<file path="src/rtl/boot_rom_sequencer_if.sv">
// Bus bundle between the boot ROM sequencer, the boot ROM and the core download port.
// The master side is the sequencer; the slave side is the surrounding system.
interface boot_rom_sequencer_if #(
  parameter int ADDR_W = 16,
  parameter int DATA_W = 8
);
  logic              start;
  logic              abort;
  logic [ADDR_W-1:0] rom_addr;
  logic [DATA_W-1:0] rom_data;
  logic              dn_go;
  logic              dn_wr;
  logic [ADDR_W-1:0] dn_addr;
  logic [DATA_W-1:0] dn_data;
  logic              dn_wait;
  logic [ADDR_W-1:0] execute_addr;
  logic              execute_enable;
  logic              done;

  modport master (
    input  start, abort, rom_data, dn_wait,
    output rom_addr, dn_go, dn_wr, dn_addr, dn_data, execute_addr, execute_enable, done
  );

  modport slave (
    output start, abort, rom_data, dn_wait,
    input  rom_addr, dn_go, dn_wr, dn_addr, dn_data, execute_addr, execute_enable, done
  );
endinterface

</file>
<file path="src/rtl/boot_rom_sequencer.sv">
// Copies a LENGTH-word boot image from ROM into the core download port, honouring
// dn_wait backpressure, then pulses execute_enable. All outputs are registered.
module boot_rom_sequencer #(
  parameter int ADDR_W      = 16,
  parameter int DATA_W      = 8,
  parameter int LENGTH      = 276,
  parameter int DEST_BASE   = 0,
  parameter int EXEC_ADDR   = 0,
  parameter int ROM_LATENCY = 0,
  parameter int WR_HOLD     = 1,
  parameter int AUTO_START  = 1
) (
  input  logic                  clk_sys,
  input  logic                  reset,
  boot_rom_sequencer_if.master  bus
);

  localparam int IDX_W = (LENGTH > 1) ? $clog2(LENGTH) : 1;
  localparam int FET_W = $clog2(ROM_LATENCY + 2);
  localparam int HLD_W = (WR_HOLD > 1) ? $clog2(WR_HOLD) : 1;

  localparam logic [IDX_W-1:0] LAST_IDX = IDX_W'(LENGTH - 1);
  localparam logic [FET_W-1:0] FET_LAST = FET_W'(ROM_LATENCY);
  localparam logic [HLD_W-1:0] HLD_INIT = HLD_W'(WR_HOLD - 1);

  typedef enum logic [2:0] {
    S_IDLE  = 3'd0,
    S_FETCH = 3'd1,
    S_WRITE = 3'd2,
    S_EXEC  = 3'd3,
    S_DONE  = 3'd4
  } state_t;

  state_t            state_q, state_d;
  logic              auto_pend_q, auto_pend_d;
  logic [IDX_W-1:0]  idx_q, idx_d;
  logic [FET_W-1:0]  fet_q, fet_d;
  logic [HLD_W-1:0]  hld_q, hld_d;
  logic [ADDR_W-1:0] rom_addr_q, rom_addr_d;
  logic [ADDR_W-1:0] dn_addr_q, dn_addr_d;
  logic [DATA_W-1:0] dn_data_q, dn_data_d;
  logic [ADDR_W-1:0] exec_addr_q, exec_addr_d;
  logic              dn_go_q, dn_go_d;
  logic              dn_wr_q, dn_wr_d;
  logic              exec_en_q, exec_en_d;
  logic              done_q, done_d;

  logic launch;
  logic fetch_last;
  logic wr_release;
  logic last_word;
  logic aborting;

  // abort outranks start, including the one-shot auto start after reset
  assign launch     = !bus.abort &&
                      (((state_q == S_IDLE) && (bus.start || auto_pend_q)) ||
                       ((state_q == S_DONE) && bus.start));
  assign aborting   = bus.abort && (state_q != S_IDLE);
  assign fetch_last = (fet_q == FET_LAST);
  assign wr_release = (state_q == S_WRITE) && !bus.dn_wait && (hld_q == '0);
  assign last_word  = (idx_q == LAST_IDX);

  always_ff @(posedge clk_sys) begin
    if (reset) begin
      state_q     <= S_IDLE;
      auto_pend_q <= (AUTO_START != 0);
      idx_q       <= '0;
      fet_q       <= '0;
      hld_q       <= '0;
      rom_addr_q  <= '0;
      dn_addr_q   <= '0;
      dn_data_q   <= '0;
      exec_addr_q <= '0;
      dn_go_q     <= 1'b0;
      dn_wr_q     <= 1'b0;
      exec_en_q   <= 1'b0;
      done_q      <= 1'b0;
    end else begin
      state_q     <= state_d;
      auto_pend_q <= auto_pend_d;
      idx_q       <= idx_d;
      fet_q       <= fet_d;
      hld_q       <= hld_d;
      rom_addr_q  <= rom_addr_d;
      dn_addr_q   <= dn_addr_d;
      dn_data_q   <= dn_data_d;
      exec_addr_q <= exec_addr_d;
      dn_go_q     <= dn_go_d;
      dn_wr_q     <= dn_wr_d;
      exec_en_q   <= exec_en_d;
      done_q      <= done_d;
    end
  end

  always_comb begin
    state_d = state_q;
    if (launch) begin
      state_d = S_FETCH;
    end else if (aborting) begin
      state_d = S_IDLE;
    end else begin
      case (state_q)
        S_FETCH: if (fetch_last) state_d = S_WRITE;
        S_WRITE: if (wr_release) state_d = last_word ? S_EXEC : S_FETCH;
        S_EXEC:  state_d = S_DONE;
        default: state_d = state_q;
      endcase
    end
  end

  always_comb begin
    auto_pend_d = 1'b0;
    idx_d       = idx_q;
    fet_d       = fet_q;
    hld_d       = hld_q;
    rom_addr_d  = rom_addr_q;
    dn_addr_d   = dn_addr_q;
    dn_data_d   = dn_data_q;
    exec_addr_d = exec_addr_q;
    dn_go_d     = dn_go_q;
    dn_wr_d     = dn_wr_q;
    exec_en_d   = exec_en_q;
    done_d      = done_q;

    if (launch) begin
      idx_d      = '0;
      fet_d      = '0;
      rom_addr_d = '0;
      dn_go_d    = 1'b1;
      done_d     = 1'b0;
    end else if (aborting) begin
      dn_go_d     = 1'b0;
      dn_wr_d     = 1'b0;
      exec_en_d   = 1'b0;
      exec_addr_d = '0;
    end else begin
      case (state_q)
        S_FETCH: begin
          // rom_addr has been stable since entering FETCH, so rom_data is valid now
          if (fetch_last) begin
            dn_data_d = bus.rom_data;
            dn_addr_d = ADDR_W'(DEST_BASE) + ADDR_W'(idx_q);
            dn_wr_d   = 1'b1;
            hld_d     = HLD_INIT;
          end else begin
            fet_d = fet_q + FET_W'(1);
          end
        end
        S_WRITE: begin
          if (wr_release) begin
            dn_wr_d = 1'b0;
            if (last_word) begin
              dn_go_d     = 1'b0;
              exec_en_d   = 1'b1;
              exec_addr_d = ADDR_W'(EXEC_ADDR);
            end else begin
              idx_d      = idx_q + IDX_W'(1);
              rom_addr_d = rom_addr_q + ADDR_W'(1);
              fet_d      = '0;
            end
          end else if (!bus.dn_wait && (hld_q != '0)) begin
            hld_d = hld_q - HLD_W'(1);
          end
        end
        S_EXEC: begin
          exec_en_d   = 1'b0;
          exec_addr_d = '0;
          done_d      = 1'b1;
        end
        default: ;
      endcase
    end
  end

  assign bus.rom_addr       = rom_addr_q;
  assign bus.dn_go          = dn_go_q;
  assign bus.dn_wr          = dn_wr_q;
  assign bus.dn_addr        = dn_addr_q;
  assign bus.dn_data        = dn_data_q;
  assign bus.execute_addr   = exec_addr_q;
  assign bus.execute_enable = exec_en_q;
  assign bus.done           = done_q;

endmodule

</file>
<file path="src/flat_wrapper.sv">
// flat-port wrapper written by rule: the top's interface ports become plain ports
module boot_rom_sequencer_flat 
#(
  parameter int ADDR_W      = 16,
  parameter int DATA_W      = 8,
  parameter int LENGTH      = 276,
  parameter int DEST_BASE   = 0,
  parameter int EXEC_ADDR   = 0,
  parameter int ROM_LATENCY = 0,
  parameter int WR_HOLD     = 1,
  parameter int AUTO_START  = 1
)
  (clk_sys, reset, bus_start, bus_abort, bus_rom_data, bus_dn_wait, bus_rom_addr, bus_dn_go, bus_dn_wr, bus_dn_addr, bus_dn_data, bus_execute_addr, bus_execute_enable, bus_done);
  boot_rom_sequencer_if #(.ADDR_W(ADDR_W), .DATA_W(DATA_W)) bus_i ();
  input  logic clk_sys;
  input  logic reset;
  input wire logic [$bits(bus_i.start)-1:0] bus_start;
  input wire logic [$bits(bus_i.abort)-1:0] bus_abort;
  input wire logic [$bits(bus_i.rom_data)-1:0] bus_rom_data;
  input wire logic [$bits(bus_i.dn_wait)-1:0] bus_dn_wait;
  output wire logic [$bits(bus_i.rom_addr)-1:0] bus_rom_addr;
  output wire logic [$bits(bus_i.dn_go)-1:0] bus_dn_go;
  output wire logic [$bits(bus_i.dn_wr)-1:0] bus_dn_wr;
  output wire logic [$bits(bus_i.dn_addr)-1:0] bus_dn_addr;
  output wire logic [$bits(bus_i.dn_data)-1:0] bus_dn_data;
  output wire logic [$bits(bus_i.execute_addr)-1:0] bus_execute_addr;
  output wire logic [$bits(bus_i.execute_enable)-1:0] bus_execute_enable;
  output wire logic [$bits(bus_i.done)-1:0] bus_done;
  assign bus_i.start = bus_start;
  assign bus_i.abort = bus_abort;
  assign bus_i.rom_data = bus_rom_data;
  assign bus_i.dn_wait = bus_dn_wait;
  assign bus_rom_addr = bus_i.rom_addr;
  assign bus_dn_go = bus_i.dn_go;
  assign bus_dn_wr = bus_i.dn_wr;
  assign bus_dn_addr = bus_i.dn_addr;
  assign bus_dn_data = bus_i.dn_data;
  assign bus_execute_addr = bus_i.execute_addr;
  assign bus_execute_enable = bus_i.execute_enable;
  assign bus_done = bus_i.done;
  boot_rom_sequencer #(.ADDR_W(ADDR_W), .DATA_W(DATA_W), .LENGTH(LENGTH), .DEST_BASE(DEST_BASE), .EXEC_ADDR(EXEC_ADDR), .ROM_LATENCY(ROM_LATENCY), .WR_HOLD(WR_HOLD), .AUTO_START(AUTO_START)) u_core (.clk_sys(clk_sys), .reset(reset), .bus(bus_i));
endmodule
</file>
<file path="config.mk">
export PLATFORM = sky130hd
export DESIGN_NAME = boot_rom_sequencer_flat
export DESIGN_NICKNAME = d
export VERILOG_FILES = /design/src/rtl/boot_rom_sequencer_if.sv /design/src/rtl/boot_rom_sequencer.sv /design/src/flat_wrapper.sv
export SDC_FILE = /design/constraint.sdc
export NUM_CORES = 1
export LEC_CHECK = 0
export ABC_CLOCK_PERIOD_IN_PS = 2000
export BUFFER_PORTS_ARGS = -buffer_cell sky130_fd_sc_hd__buf_2
export CORE_ASPECT_RATIO = 0.6
export CORE_MARGIN = 4
export CORE_UTILIZATION = 45
export CTS_BUF_LIST = sky130_fd_sc_hd__clkbuf_2 sky130_fd_sc_hd__clkbuf_4 sky130_fd_sc_hd__clkbuf_8
export CTS_CLUSTER_SIZE = 25
export DETAILED_ROUTE_END_ITERATION = 6
export GPL_ROUTABILITY_DRIVEN = 0
export PLACE_DENSITY = 0.74
export SYNTH_ARGS = -nofsm -noshare
export SYNTH_HDL_FRONTEND = slang
export SYNTH_SLANG_ARGS = --single-unit
</file>
<file path="constraint.sdc">
create_clock -name clk_sys -period 2 [get_ports clk_sys]
set_input_delay 0.3 -clock clk_sys [delete_from_list [all_inputs] [get_ports clk_sys]]
set_output_delay 0.3 -clock clk_sys [all_outputs]
set_load 0.03 [all_outputs]
</file>
==> impl_metrics.tcl, run 1 <==
set metrics [dict create \
    outcome "finished clean" \
    synth_top_area_share_pct 42.2 \
    wire_length_of_the_first_global_routing_pass_um 9140 \
    clk_pin_slew_ns 0.10 \
    antenna_found_initial 0 \
    required_ns 2.19 \
    cp_max_fo 11 \
    wirelength_met1_um 2710 \
    final_skew_ns 0.0131 \
    fin_nets 371 \
    placementRows 20 \
    ys.flop_type "sky130_fd_sc_hd__dfxtp_1" \
    total_leakage_power_uw 0.00118 \
    crit_top_cell "sky130_fd_sc_hd__buf_4" \
    design.portCount 73 \
    period_needed_ns 1.91 \
    clock_tree.root_cell "sky130_fd_sc_hd__clkbuf_8" \
    worst_pin_slew_ns 0.571 \
    synth_enable_flop_cells 0 \
    wl_met2_um 2480 \
    ir_drop_mv 0.284 \
    floorplan.initialDensity_pct 47.1 \
    worstPathArrival_ns 2.10 \
    criticalPathCategory "register to register" \
    worstSetupEndpointType "register" \
    cts_tree "built" \
    critPathSlowestCell "sky130_fd_sc_hd__dfxtp_1" \
    finalWirelength_um 5590 \
    number_of_design_rule_violations_left_after_detail_routing 0 \
    drt-vias-per-instance 5.16 \
    fmax_mhz 524 \
    power_density_nw_per_um2 692 \
    routed_wl_met3_um 386 \
    grt_max_degree 28 \
    final_max_slew_viol_count 0 \
    hold_viol 0 \
    async_flop_share_pct 0 \
    path_cells "ha_1 > nand4b_1 > buf_4 > o211ai_4 > buf_4 > mux2i_1 > nor2_1" \
    clock_tree.buffer_depth 2 \
    fill_cells 491 \
    drt-pass1-iter-count 4 \
    slew-limit-headroom_pct 61.8 \
    synthesis.area_per_instance_um2 8.25 \
    tritoncts.num_buffers 5 \
    detailroute.via_count 2183 \
    design_power_total_uw 2000 \
    layout-drive-gt1-share_pct 24.6 \
    synth.top_cells.by_area "sky130_fd_sc_hd__dfxtp_1 (42%), sky130_fd_sc_hd__a21oi_1 (8.3%), sky130_fd_sc_hd__buf_4 (7.1%), sky130_fd_sc_hd__nand2_1 (7.1%), sky130_fd_sc_hd__or4_1 (3.1%)" \
    grt_pass1_vias 2026 \
    seq_area_frac_synth_pct 42.2 \
    core_area_um2 5130 \
    netlist_area_um2 2420 \
    worst_hold_slack_ns 0.215 \
    final_cell_area_um2 2890 \
    cts.hold.buffers_added 0 \
    tns_ns 0 \
    die_h_um 64.8 \
    dpl-instance-area_um2 2730 \
    top_layer_used "met4" \
    grt_use_total_pct 17.1 \
    netlist_instances 293 \
    route.detailed.wl_per_inst_um 13.2 \
    area_of_the_die_um2 6650 \
    drt.antenna.violating_nets 0 \
    yosysWarnings 0 \
    critPathMaxStageDelay_ns 0.45 \
    port_buffers 49 \
    ys_ff_latch 51 \
    detailedRoute.firstIterationViolations 100 \
    worstSetupStartpointType "register" \
    most_used_standard_cells_in_the_synthesized_netlist "sky130_fd_sc_hd__dfxtp_1 (51), sky130_fd_sc_hd__nand2_1 (46), sky130_fd_sc_hd__a21oi_1 (40)" \
    area_growth_syn_to_layout_pct 19.4 \
    cell_with_the_most_instances_after_synthesis "sky130_fd_sc_hd__dfxtp_1" \
    chipWidth_um 103 \
    clock_latency_ns 0.31 \
    cts_sinks 51 \
    setup_viol 0 \
    setup_slack_ns 0.0901 \
    finalCritPeriodShare_pct 95.5 \
    htree_num_levels 2 \
    synthDistinctLibCells 41 \
    max-cap-violations 0 \
    rrSetupSlack_ns 0.09 \
    antenna_cells_inserted 0 \
    globalRouteOverflowTotal 0 \
    place.detailed.hpwl_um 4040 \
    synthDominantAreaCellType "sky130_fd_sc_hd__dfxtp_1" \
    hold_path.class "primary input to register" \
    place_ws_ns 0.0172 \
]
sequential cells by signal, indices dropped and copies added (netlist names):
signal	count
u_core.bus.dn_wr	1
u_core.bus.dn_data	8
u_core.auto_pend_q	1
u_core.bus.dn_go	1
u_core.bus.done	1
u_core.hld_q	1
u_core.bus.execute_enable	1
u_core.state_q	3
u_core.bus.dn_addr	9
u_core.bus.rom_addr	16
u_core.idx_q	9
worst max-delay path, delay by kind of cell, from the launching register on:
family	cells	cell delay (ns)
fa+ha+maj	1	0.22
flops	1	0.45
simple gates	2	0.22
buf+inv	2	0.43
mux	1	0.19
compound gates	1	0.29
report_power, final:
part	internal, µW	leakage, µW	switching [µW]
combinational	58.4	0.000717	161
sequential	1030	0.000413	9.47
clock	377	0.0000548	361
total	1470	0.00118	532
final cells by class:
type | instances | area (µm²) | share of cell area (%)
clock buffers | 5 | 68.8 | 2.39
clock inverters | 3 | 46.3 | 1.60
repair buffers | 71 | 410 | 14.2
flip-flops and latches | 51 | 1020 | 35.4
inverters | 6 | 22.5 | 0.781
multi-input cells | 221 | 1230 | 42.7
well taps | 66 | 82.6 | 2.86
per-stage QoR:
stage          utilization (%)  instances
2_1_floorplan                -        315
3_3_place_gp              53.3        412
3_5_place_dp              53.3        412
4_1_cts                   55.5        420
5_1_grt                   56.2        423
6_report                  56.2        423
placed cells by master (no fill, tap or decap), types with 2 or more instances in the layout:
cell type,count
sky130_fd_sc_hd__o21ai_0,13
sky130_fd_sc_hd__or4_1,9
sky130_fd_sc_hd__conb_1,23
sky130_fd_sc_hd__and2_1,2
sky130_fd_sc_hd__a21o_1,2
sky130_fd_sc_hd__buf_4,22
sky130_fd_sc_hd__o31ai_1,9
sky130_fd_sc_hd__clkbuf_8,5
sky130_fd_sc_hd__nand4_1,3
sky130_fd_sc_hd__inv_1,6
sky130_fd_sc_hd__and3_1,6
sky130_fd_sc_hd__xor2_1,3
sky130_fd_sc_hd__a211oi_1,2
sky130_fd_sc_hd__xnor2_1,2
sky130_fd_sc_hd__and4_1,2
sky130_fd_sc_hd__nor2b_1,5
sky130_fd_sc_hd__buf_2,49
sky130_fd_sc_hd__dfxtp_1,50
sky130_fd_sc_hd__or2_2,3
sky130_fd_sc_hd__nand3_1,11
sky130_fd_sc_hd__or3_1,8
sky130_fd_sc_hd__nor2_1,12
sky130_fd_sc_hd__nand4b_1,2
sky130_fd_sc_hd__ha_1,2
sky130_fd_sc_hd__mux2i_1,2
sky130_fd_sc_hd__a21oi_1,40
sky130_fd_sc_hd__nand2_1,46
sky130_fd_sc_hd__nor3_1,2
path summary, 6_finish.rpt:
check	start	end	cells past startpoint
setup / recovery	u_core.idx_q[1]	u_core.bus.rom_addr[1]	7
hold / removal	bus_rom_data[6]	u_core.bus.dn_data[6]	3
setup reg to reg	u_core.idx_q[1]	u_core.bus.rom_addr[1]	7
hold reg to reg	u_core.bus.dn_addr[1]	u_core.bus.dn_addr[1]	2
routing by layer:
| layer | GRT usage, % | vias to the layer above |
|---|---|---|
| met5 | 0 | - |
| li1 | - | 1114 |
| met3 | 4.41 | 2 |
| met1 | 23.7 | 1001 |
| met4 | 3.60 | 0 |
| met2 | 26.7 | 66 |
cell families after synthesis:
group                    synth area share [%]
other                                   0.155
AO/OA/AOI/OAI                            18.7
AND/OR/NAND/NOR                          24.5
flip-flops                               42.2
buffers and inverters                    10.7
XOR/XNOR                                 1.81
multiplexers                            0.828
adder cells (fa/ha/maj)                  1.04
timing repair:
| item | 4_1_cts | 5_1_grt |
|---|---|---|
| hold endpoints to repair | 0 | 0 |
| setup buffers | 0 | 3 |
| gates resized for setup | 0 | 3 |
| endpoints found under the setup margin | 0 | 16 |
No activity file was read; power rests on OpenSTA's default activity.
==> inputs of run 2 (changes only) <==
CORE_UTILIZATION = 30   (was 45)
PLACE_DENSITY = default   (was 0.74)
==> impl_metrics.tcl, run 2 (synthesis gave the netlist of run 1 again) <==
set metrics [dict create \
    grt_pass1_vias 2062 \
    die_h_um 77.5 \
    fill_cells 806 \
    area_growth_syn_to_layout_pct 20.5 \
    floorplan.initialDensity_pct 30.8 \
    cts.hold.buffers_added 0 \
    post_cts_setup_buffer_count 0 \
    layout.cells.non_filler 461 \
    clock_tree.root_cell "sky130_fd_sc_hd__clkbuf_8" \
    power_density_nw_per_um2 676 \
    detailroute.via_count 2179 \
    largest_reg_flops 16 \
    place.detailed.hpwl_um 4340 \
    finalCritPeriodShare_pct 95.0 \
    placedCellCount 454 \
    placementRows 25 \
    design_power_total_uw 1970 \
    dpl-instance-area_um2 2790 \
    cts_sinks 51 \
    slew-limit-headroom_pct 61.4 \
    grt_max_degree 28 \
    pwr-share-clk_pct 36.1 \
    setup_slack_ns 0.0992 \
    worstSetupStartpointType "register" \
    cp_max_fo 5 \
    route.detailed.wl_per_inst_um 12.7 \
    multi_input_area_um2 1240 \
    antenna_cells_inserted 0 \
    design.portCount 73 \
    drt-vias-per-instance 4.73 \
    final_cell_area_um2 2910 \
    unrepaired_setup_endpoints_after_global_routing "true" \
    period_needed_ns 1.90 \
    final_skew_ns 0.00700 \
    detailedRoute.firstIterationViolations 215 \
    criticalPathCategory "register to register" \
    hold_depth 3 \
    htree_num_levels 2 \
    required_ns 2.25 \
    power_frac_comb_pct 11.1 \
    place_ws_ns 0.0975 \
    wire_length_of_the_first_global_routing_pass_um 9960 \
    grt_use_total_pct 12.8 \
    tns_ns 0 \
    internal_power_consumption_uw 1450 \
    chipWidth_um 124 \
    switchingPower_uw 517 \
    hold_viol 0 \
    ir_drop_mv 0.205 \
    antenna_found_initial 0 \
    area_of_the_die_um2 9600 \
    sequentialPowerShare_pct 52.8 \
    layout-drive-gt1-share_pct 24.4 \
    globalRouteOverflowTotal 0 \
    clock_tree.buffer_depth 2 \
    number_of_design_rule_violations_left_after_detail_routing 0 \
    fin_nets 368 \
    clk_pin_slew_ns 0.09 \
    clock_latency_ns 0.31 \
    final_max_slew_viol_count 0 \
    total_leakage_power_uw 0.00117 \
    cts_tree "built" \
    max-cap-violations 0 \
    drt.antenna.violating_nets 0 \
    outcome "finished clean" \
    drt-pass1-iter-count 4 \
    setup_viol 0 \
    port_buffers 49 \
    fmax_mhz 526 \
    top_library_cells_by_usage_in_the_layout_fill_and_taps_aside "sky130_fd_sc_hd__buf_2 (49), sky130_fd_sc_hd__dfxtp_1 (49), sky130_fd_sc_hd__nand2_1 (46)" \
    tritoncts.num_buffers 5 \
    number_of_cells_on_the_worst_reg_to_reg_path 5 \
    finalWirelength_um 5870 \
    worst_pin_slew_ns 0.577 \
    worstSetupEndpointType "register" \
    seq_area_um2 1020 \
    power.switching_fraction_pct 26.3 \
    hold_path.class "primary input to register" \
    worstPathArrival_ns 2.15 \
    core_area_um2 7850 \
]
## run 2: routing by layer
layer	global-route usage, %	vias up	routed length (µm)	share of wire [%]
met4	3.54	0	39	0.66
met5	0	-	0	0
met1	18.1	1017	2920	50
li1	-	1106	-	-
met2	18.5	52	2450	42
met3	3.93	4	464	7.9
## run 2: path summary, 6_finish.rpt
check / startpoint / to / slack, ns
setup / recovery: u_core.idx_q[3] / u_core.bus.execute_enable / 0.1
hold / removal: bus_rom_data[7] / u_core.bus.dn_data[7] / 0.22
setup reg to reg: u_core.idx_q[3] / u_core.bus.execute_enable / 0.1
hold reg to reg: u_core.bus.dn_data[4] / u_core.bus.dn_data[4] / 0.45
## run 2: stage by stage
stage          hold slack [ns]  util, %
6_report                 0.215     37.1
3_3_place_gp             0.439     35.5
2_1_floorplan            0.328        -
4_1_cts                  0.209     36.8
3_5_place_dp             0.443     35.5
5_1_grt                  0.207     37.1
## run 2: what timing repair did
item / in CTS / in global routing
setup endpoints to repair: 0 / 8
gates resized for setup: 0 / 5
hold endpoints to repair: 0 / 0
## run 2: layout make-up
type | count | share of cell area, %
multi-input combinational | 221 | 42.5
sequential | 51 | 35.1
timing repair buffer | 68 | 13.3
tap | 108 | 4.64
clock buffer | 5 | 2.36
clock inverter | 2 | 1.29
inverter | 6 | 0.773
## run 2: power by group through the flow
stage / combinational (µW) / clock [µW] / sequential [µW]
3_5_place_dp: 216 / 0 / 1060
4_1_cts: 216 / 732 / 1040
6_report: 218 / 711 / 1040
5_1_grt: 240 / 777 / 1040
3_3_place_gp: 214 / 0 / 1060
2_1_floorplan: 173 / 0 / 1080
## run 2: worst max-delay path: stages (launching register included)
cell	delay (ns)
sky130_fd_sc_hd__dfxtp_1	0.35
sky130_fd_sc_hd__or4_4	0.54
sky130_fd_sc_hd__buf_4	0.17
sky130_fd_sc_hd__or2_2	0.32
sky130_fd_sc_hd__a211oi_1	0.24
sky130_fd_sc_hd__o221a_2	0.23
